File: src/rtl/multdiv_unit.sv
// Iterative signed multiply/divide unit: radix-2 shift-add multiply and restoring divide,
// one bit per cycle, with register-file writeback and exception status reporting.
module multdiv_unit #(
    parameter int unsigned WIDTH        = 32,
    parameter int unsigned STATUS_REG   = 30,
    parameter int unsigned CODE_MULOVF  = 1,
    parameter int unsigned CODE_DIVZERO = 2,
    parameter int unsigned CODE_DIVOVF  = 3
) (
    input  logic             clock,
    input  logic             reset,
    input  logic             ctrl_MULT,
    input  logic             ctrl_DIV,
    input  logic [WIDTH-1:0] data_operandA,
    input  logic [WIDTH-1:0] data_operandB,
    input  logic [4:0]       ctrl_destReg,
    output logic             busy,
    output logic             data_resultRDY,
    output logic             data_exception,
    output logic [WIDTH-1:0] data_result,
    output logic             wb_writeEnable,
    output logic [4:0]       wb_writeReg,
    output logic [WIDTH-1:0] wb_data
);
    localparam int unsigned   CW       = $clog2(WIDTH);
    localparam logic [CW-1:0] CNT_LAST = CW'(WIDTH - 1);

    typedef enum logic [1:0] {StIdle, StMul, StDiv, StDone} state_e;

    state_e             r_state, w_state_next;
    logic [CW-1:0]      r_cnt;
    logic [WIDTH-1:0]   r_a, r_b;
    logic [2*WIDTH-1:0] r_acc;
    logic               r_sign, r_is_div, r_divzero;
    logic [4:0]         r_tag;
    logic               r_rdy, r_exc;
    logic [WIDTH-1:0]   r_result, r_wb_data;
    logic [4:0]         r_wb_reg;

    logic               w_start, w_start_div;
    logic [WIDTH-1:0]   w_mag_a, w_mag_b;
    logic [WIDTH:0]     w_mul_sum, w_rem_sh;
    logic [WIDTH-1:0]   w_rem_diff, w_rem_next, w_quot;
    logic               w_qbit, w_mul_ovf;
    logic [2*WIDTH-1:0] w_prod;
    logic [WIDTH-1:0]   w_res, w_code;
    logic               w_exc;

    assign w_start     = ctrl_MULT || ctrl_DIV;
    assign w_start_div = !ctrl_MULT && ctrl_DIV;
    assign w_mag_a     = data_operandA[WIDTH-1] ? -data_operandA : data_operandA;
    assign w_mag_b     = data_operandB[WIDTH-1] ? -data_operandB : data_operandB;

    // Multiply: add into the high half, then shift the whole accumulator right.
    assign w_mul_sum = {1'b0, r_acc[2*WIDTH-1:WIDTH]} + {1'b0, (r_b[0] ? r_a : '0)};

    // Divide: remainder in the high half, quotient bits shift into the low half.
    assign w_rem_sh   = {r_acc[2*WIDTH-1:WIDTH], r_a[WIDTH-1]};
    assign w_qbit     = w_rem_sh >= {1'b0, r_b};
    assign w_rem_diff = w_rem_sh[WIDTH-1:0] - r_b;
    assign w_rem_next = w_qbit ? w_rem_diff : w_rem_sh[WIDTH-1:0];

    assign w_prod    = r_sign ? -r_acc : r_acc;
    assign w_mul_ovf = !((&w_prod[2*WIDTH-1:WIDTH-1]) || !(|w_prod[2*WIDTH-1:WIDTH-1]));
    assign w_quot    = r_acc[WIDTH-1:0];

    always_comb begin
        w_res  = '0;
        w_exc  = 1'b0;
        w_code = '0;
        if (r_is_div) begin
            if (r_divzero) begin
                w_exc  = 1'b1;
                w_code = WIDTH'(CODE_DIVZERO);
            end else if (w_quot[WIDTH-1] && !r_sign) begin
                // Only -2^(W-1) / -1 yields an unsigned quotient this large with positive sign.
                w_res  = w_quot;
                w_exc  = 1'b1;
                w_code = WIDTH'(CODE_DIVOVF);
            end else begin
                w_res = r_sign ? -w_quot : w_quot;
            end
        end else begin
            w_res  = w_prod[WIDTH-1:0];
            w_exc  = w_mul_ovf;
            w_code = WIDTH'(CODE_MULOVF);
        end
    end

    always_comb begin
        w_state_next = r_state;
        case (r_state)
            StIdle: begin
                if (ctrl_MULT) begin
                    w_state_next = StMul;
                end else if (ctrl_DIV) begin
                    w_state_next = (data_operandB == '0) ? StDone : StDiv;
                end
            end
            StMul, StDiv: begin
                if (r_cnt == CNT_LAST) w_state_next = StDone;
            end
            StDone:  w_state_next = StIdle;
            default: w_state_next = StIdle;
        endcase
    end

    always_ff @(posedge clock or negedge reset) begin
        if (!reset) begin
            r_state <= StIdle;
        end else begin
            r_state <= w_state_next;
        end
    end

    always_ff @(posedge clock or negedge reset) begin
        if (!reset) begin
            r_cnt     <= '0;
            r_a       <= '0;
            r_b       <= '0;
            r_acc     <= '0;
            r_sign    <= 1'b0;
            r_is_div  <= 1'b0;
            r_divzero <= 1'b0;
            r_tag     <= '0;
            r_rdy     <= 1'b0;
            r_exc     <= 1'b0;
            r_result  <= '0;
            r_wb_reg  <= '0;
            r_wb_data <= '0;
        end else begin
            r_rdy <= 1'b0;
            case (r_state)
                StIdle: begin
                    if (w_start) begin
                        r_a       <= w_mag_a;
                        r_b       <= w_mag_b;
                        r_sign    <= data_operandA[WIDTH-1] ^ data_operandB[WIDTH-1];
                        r_tag     <= ctrl_destReg;
                        r_acc     <= '0;
                        r_cnt     <= '0;
                        r_is_div  <= w_start_div;
                        r_divzero <= w_start_div && (data_operandB == '0);
                    end
                end
                StMul: begin
                    r_acc <= {w_mul_sum, r_acc[WIDTH-1:1]};
                    r_b   <= r_b >> 1;
                    r_cnt <= r_cnt + CW'(1);
                end
                StDiv: begin
                    r_acc <= {w_rem_next, r_acc[WIDTH-2:0], w_qbit};
                    r_a   <= r_a << 1;
                    r_cnt <= r_cnt + CW'(1);
                end
                StDone: begin
                    r_rdy     <= 1'b1;
                    r_exc     <= w_exc;
                    r_result  <= w_res;
                    r_wb_reg  <= w_exc ? 5'(STATUS_REG) : r_tag;
                    r_wb_data <= w_exc ? w_code : w_res;
                end
                default: ;
            endcase
        end
    end

    assign busy           = (r_state != StIdle);
    assign data_resultRDY = r_rdy;
    assign data_exception = r_exc;
    assign data_result    = r_result;
    assign wb_writeEnable = r_rdy;
    assign wb_writeReg    = r_wb_reg;
    assign wb_data        = r_wb_data;

endmodule
File: config.mk
export PLATFORM = sky130hd
export DESIGN_NAME = multdiv_unit
export DESIGN_NICKNAME = d
export VERILOG_FILES = /design/src/rtl/multdiv_unit.sv
export SDC_FILE = /design/constraint.sdc
export NUM_CORES = 1
export LEC_CHECK = 0
export CAP_MARGIN = 25
export CELL_PAD_IN_SITES_DETAIL_PLACEMENT = 0
export CELL_PAD_IN_SITES_GLOBAL_PLACEMENT = 1
export CORE_MARGIN = 3
export CORE_UTILIZATION = 40
export CTS_BUF_LIST = sky130_fd_sc_hd__clkbuf_16
export CTS_CLUSTER_SIZE = 24
export DETAILED_ROUTE_END_ITERATION = 12
export GPL_TIMING_DRIVEN = 0
export HOLD_SLACK_MARGIN = 0.15
export PLACE_DENSITY_LB_ADDON = 0.1
export SLEW_MARGIN = 20
export SYNTH_ARGS = -nofsm -noshare
export SYNTH_HDL_FRONTEND = slang
export SYNTH_SLANG_ARGS = --single-unit
File: constraint.sdc
create_clock -name clock -period 5.2 [get_ports clock]
set_input_delay 1.3 -clock clock [delete_from_list [all_inputs] [get_ports clock]]
set_output_delay 1.3 -clock clock [all_outputs]
set_load 0.05 [all_outputs]
## Word-level counts from Yosys, hierarchy flattened

Index checks and enable logic that the tools add are counted.

- Bits in registers: 214
- Input port bits: 73
- Output and inout bits: 73
- Word-level logic and storage cells: 86

- Add/sub/neg operators: 7
- Order comparisons: 1
- Eq/ne operators: 7
- Muxes and demuxes: 31
- Bitwise logic cells: 1
- Reductions and logical operators: 25

Operator list:

| cell | number |
|---|---|
| $mux W32 | 13 |
| $pmux W64 S3 | 1 |
| $mux W64 | 2 |
| $pmux W32 S2 | 2 |
| $neg A32 Y32 | 3 |
| $neg A64 Y64 | 1 |
| $add A32 B32 Y33 | 1 |
| $ge A33 B32 Y1 | 1 |
| $reduce_and A33 Y1 | 1 |
| $reduce_or A33 Y1 | 1 |
| $logic_not A32 Y1 | 1 |
| $sub A32 B32 Y32 | 1 |
| $reduce_and A2 Y1 | 6 |
| $mux W5 | 2 |
| $pmux W5 S2 | 1 |
| $mux W2 | 4 |
| $reduce_bool A2 Y1 | 4 |
| $pmux W2 S3 | 1 |
| $add A5 B1 Y5 const B | 1 |
| $eq A5 B5 Y1 const B | 1 |
| $mux W1 | 5 |
| $eq A2 B2 Y1 const B | 2 |
| $logic_not A1 Y1 | 4 |
| $logic_and A1 B1 Y1 | 3 |
| 9 further kinds | 10 |

## Logic depth before layout (Yosys ltp)

- Depth after elaboration: 8
- Depth in mapped cells: 15
- Mapped depth without buffers: 14

## Least setup slack after synthesis

No wires, ideal clock.

- Path kind: input-to-reg
- Start point: in data_operandB[10]
- End point: reg r_b[29]
- Library setup time: 0.124 ns
- Arrival time: 3.651 ns
- Required time: 5.076 ns
- Setup slack: 1.425 ns
- Stages on the path: 8
- Buffers on the path: 0
- Path through: or4_1 -> or3_1 -> or4_1 -> or3_1 -> o41ai_1 -> xnor2_1 -> o211ai_1 -> nand2_1

- Word-level cells in the longest chain between the ends: 4

RTL lines:

| what | RTL line | text |
|---|---|---|
| start: declaration | 15 | `input logic [WIDTH-1:0] data_operandB,` |
| $neg A32 Y32 | 52 | `assign w_mag_b = data_operandB[WIDTH-1] ? -data_operandB : data_operandB;` |
| $mux W32 | 52 |  |
| $mux W32 | 135 | `if (w_start) begin` |
| $pmux W32 S2 | 133 | `case (r_state)` |
| end signal: assignment | 137 | `r_b <= w_mag_b;` |
| end signal: assignment | 148 | `r_b <= r_b >> 1;` |
| end: declaration | 32 | `logic [WIDTH-1:0] r_a, r_b;` |

Every way passes these cells. The select of a mux whose other input is x is not followed.
A chain may end at the register's enable or synchronous reset.

## Worst setup path after layout

- Start point: reg r_b[0]
- End point: reg r_acc[59]

- Word-level cells in the longest chain between the ends: 3
- Elaborated cells between the ends (all ways): 6
- Those cells by class: 2 x add/sub; 1 x order compare; 3 x mux

RTL lines:

| what | RTL line | text |
|---|---|---|
| $sub A32 B32 Y32, or another cell as far along | 60 | `assign w_rem_diff = w_rem_sh[WIDTH-1:0] - r_b;` |
| $mux W32 or $add A32 B32 Y33 (tied branches) | 61, 55 |  |
| $pmux W64 S3 * | 133 |  |
| end signal: assignment | 147 | `r_acc <= {w_mul_sum, r_acc[WIDTH-1:1]};` |
| end signal: assignment | 152 | `r_acc <= {w_rem_next, r_acc[WIDTH-2:0], w_qbit};` |
| end: declaration | 33 | `logic [2*WIDTH-1:0] r_acc;` |

Every way passes the cells marked *; elsewhere a longest branch is shown, timed or not.

==> flow_summary.yaml <==
critical_path:
  slowest_delay_ns: 0.75
  worstPathMaxFanout: 10
  worstPathArrival_ns: 5.32
  crit_type: "flip-flop to flip-flop"
  startpoint_type: "flip-flop"
  crit_family: "compound AO/OA/AOI/OAI gates"
  crit_start: "r_b[0]$_DFFE_PN0P_"
  worstPathCellList: "clkbuf_1, and2_1, ha_1, inv_1, fa_1, nor2b_1, o21ai_0, a21boi_0, o41ai_2, o211ai_1, a41oi_1, a211oi_1, a2111oi_0, mux2i_1, a211o_1"
  crit_path_end_kind: "flip-flop"
  path_buf_inv: 2
  r2r.worst_path.cells: 15
  reg2reg_from: "r_b[0]$_DFFE_PN0P_"
  path_depth: 15
  critPathRequiredTime_ns: 5.66
  crit_path_top_delay_cell: "a2111oi_0"
final_layout:
  nets: 2322
  final_core_util_pct: 48.85
  layout-drive-gt1-share_pct: 4.649
  syn_to_final_growth_pct: 19.81
  n_antenna_cell: 0
worst_hold_path:
  holdPathStages: 1
  hp-start: "wb_data[29]$_DFFE_PN0P_"
  hold_path_class: "flip-flop to flip-flop"
floorplan:
  num_rows: 73
  start_util_pct: 40.77
  die_w_um: 208.2
  dieArea_um2: 43330
  fp.coreArea_um2: 40100
  die_h_um: 208.2
  ioPinCount: 146
timing:
  rsz0062_at_grt: "false"
  hold_violations: 0
  setup_slack_ns: 0.3381
  hold_slack_ns: 0.4836
  slew-limit-headroom_pct: 28.43
  totalNegativeSetupSlack_ns: 0
  clock.fmax_ghz: 0.2057
  setup_viol: 0
  tightest_slew_ns: 1.064
  skew_ns: 0.03140
  post-route-min-period_ns: 4.862
  final_max_slew_viol_count: 0
  finalCritPeriodShare_pct: 93.50
power_and_ir_drop:
  powerDensity_nw_per_um2: 604.5
  power.leakage_nw: 8.348
  power_mw: 11.84
  ir_drop_uv: 302.3
drt:
  routed_via_density: 5.812
  drc: 0
  dr.pass1.iters: 5
  detail-route-antenna-nets: 0
  drt_wl_total_mm: 56.04
  wire_per_inst_um: 20.61
  vias: 15800
  drtIter0Drc: 1135
synth:
  netlist_top_cells_count: "252 x nand2_1, 230 x o21ai_0, 214 x dfrtp_1"
  ys_types: 78
  syn_avg_cell_area_um2: 8.199
  yosysMostFrequentCell: "nand2_1"
  synth_fp_nets: 2144
  netlist_instances: 1994
  yosys.area.top_type_share_pct: 32.76
  synthTopCellsByArea: "dfrtp_1 33%, o21ai_0 7.0%, nand2_1 5.8%"
  syn-cell-area_um2: 16350
  yosysWarnings: 0
  yosys.area.top_type: "dfrtp_1"
  ys_ff_latch: 214
  ys.flop_type: "dfrtp_1"
  synth-async-reset-ratio_pct: 100.0
  synth-edff-count: 0
  seq_area_frac_synth_pct: 32.76
place:
  preCtsSetupSlack_ns: 0.1436
  io_buffers: 145
  place.gp.congestion: 0.9212
  place_hpwl_mm: 44.21
clock_tree:
  cts_buffer_depth: 3
  clock_sinks: 214
  clkSlewWorstSetupHoldPaths_ns: 0.05
  clk_latency_ns: 0.58
  cts_tree: "yes"
  numCtsBuffers: 28
  cts_htree_levels: 1
  root_buffer: "clkbuf_16"
global_routing:
  grt_pass1_wl_mm: 87.55
  grt_max_degree: 86
  antenna_found_initial: 0
  grtUsageTotal_pct: 24.93
  gr-total-overflow: 0
  first_global_vias: 15340
status:
  status: "complete, no violations"
flow_run:
  drv_cap: 0
-- logic make-up after synthesis --
| logic type | synth area share [%] |
|---|---|
| and+or+nand+nor | 19.05 |
| DFF | 32.76 |
| adders and majority gates | 5.985 |
| buffers and inverters | 5.717 |
| xor gates and xnor gates | 8.411 |
| AOI/OAI and AO/OA | 25.63 |
| muxes | 2.449 |
-- state kept, by name (all words and copies together) (netlist names) --
signal	count
r_tag	5
r_b	32
r_divzero	1
r_a	32
r_state	2
data_exception	1
r_cnt	5
wb_data	32
r_acc	64
r_is_div	1
wb_writeReg	5
r_sign	1
data_result	32
data_resultRDY	1
-- final cells by class --
type | instances | area (µm²)
buffer | 139 | 574.3
clock buffer | 28 | 700.7
clock inverter | 24 | 347.8
fill | 3971 | 20510
inverter | 96 | 360.3
multi-input combinational | 1545 | 10070
sequential | 214 | 5355
tap | 525 | 656.9
timing repair buffer | 148 | 1523
-- power breakdown --
| group | leakage, nW | switching [mW] | internal, mW |
|---|---|---|---|
| Sequential | 2.84 | 0.434 | 2.13 |
| Combinational | 4.99 | 4.66 | 2.44 |
| Clock | 0.518 | 0.796 | 1.38 |
-- final timing paths --
check                                          endpoint  slack [ns]
worst min register to register  wb_data[29]$_DFFE_PN0P_        0.48
worst min-delay path            wb_data[29]$_DFFE_PN0P_        0.48
worst max register to register    r_acc[59]$_DFFE_PN0P_        0.34
worst max-delay path              r_acc[59]$_DFFE_PN0P_        0.34
min in group asynchronous          r_tag[2]$_DFFE_PN0P_        0.65
max in group asynchronous         r_acc[48]$_DFFE_PN0P_        3.73
-- per-layer routing --
layer / GRT usage [%] / wire length [µm] / vias up
li1: - / - / 7608
met1: 33.26 / 24840 / 7683
met2: 43.17 / 27100 / 415
met3: 2.714 / 2553 / 97
met4: 6.650 / 1546 / 0
met5: 0 / 0 / -
-- layout by cell type (no fill, tap or decap), types with 37 or more instances in the layout --
cell / instances
nor2_1: 95
ha_1: 75
a22oi_1: 51
nor3_1: 37
inv_1: 100
nand2_1: 252
clkbuf_1: 111
dfrtp_1: 214
o21ai_0: 230
clkdlybuf4s50_1: 144
a21oi_1: 88
xor2_1: 83
xnor2_1: 74
-- timing repair --
action                                  in CTS  in global routing
hold buffers                                 0                  0
setup buffers                                0                  0
endpoints found under the setup margin       0                  1
gates resized for setup                      0                  1
-- stage by stage --
| stage | cell area (µm²) | cells |
|---|---|---|
| 2_1_floorplan | 16350 | 1994 |
| 3_5_place_dp | 18530 | 2667 |
| 3_3_place_gp | 18460 | 2664 |
| 6_report | 19590 | 2719 |
| 5_1_grt | 19590 | 2719 |
| 4_1_cts | 19580 | 2719 |
Note: power is estimated with default switching activity, not from simulation.
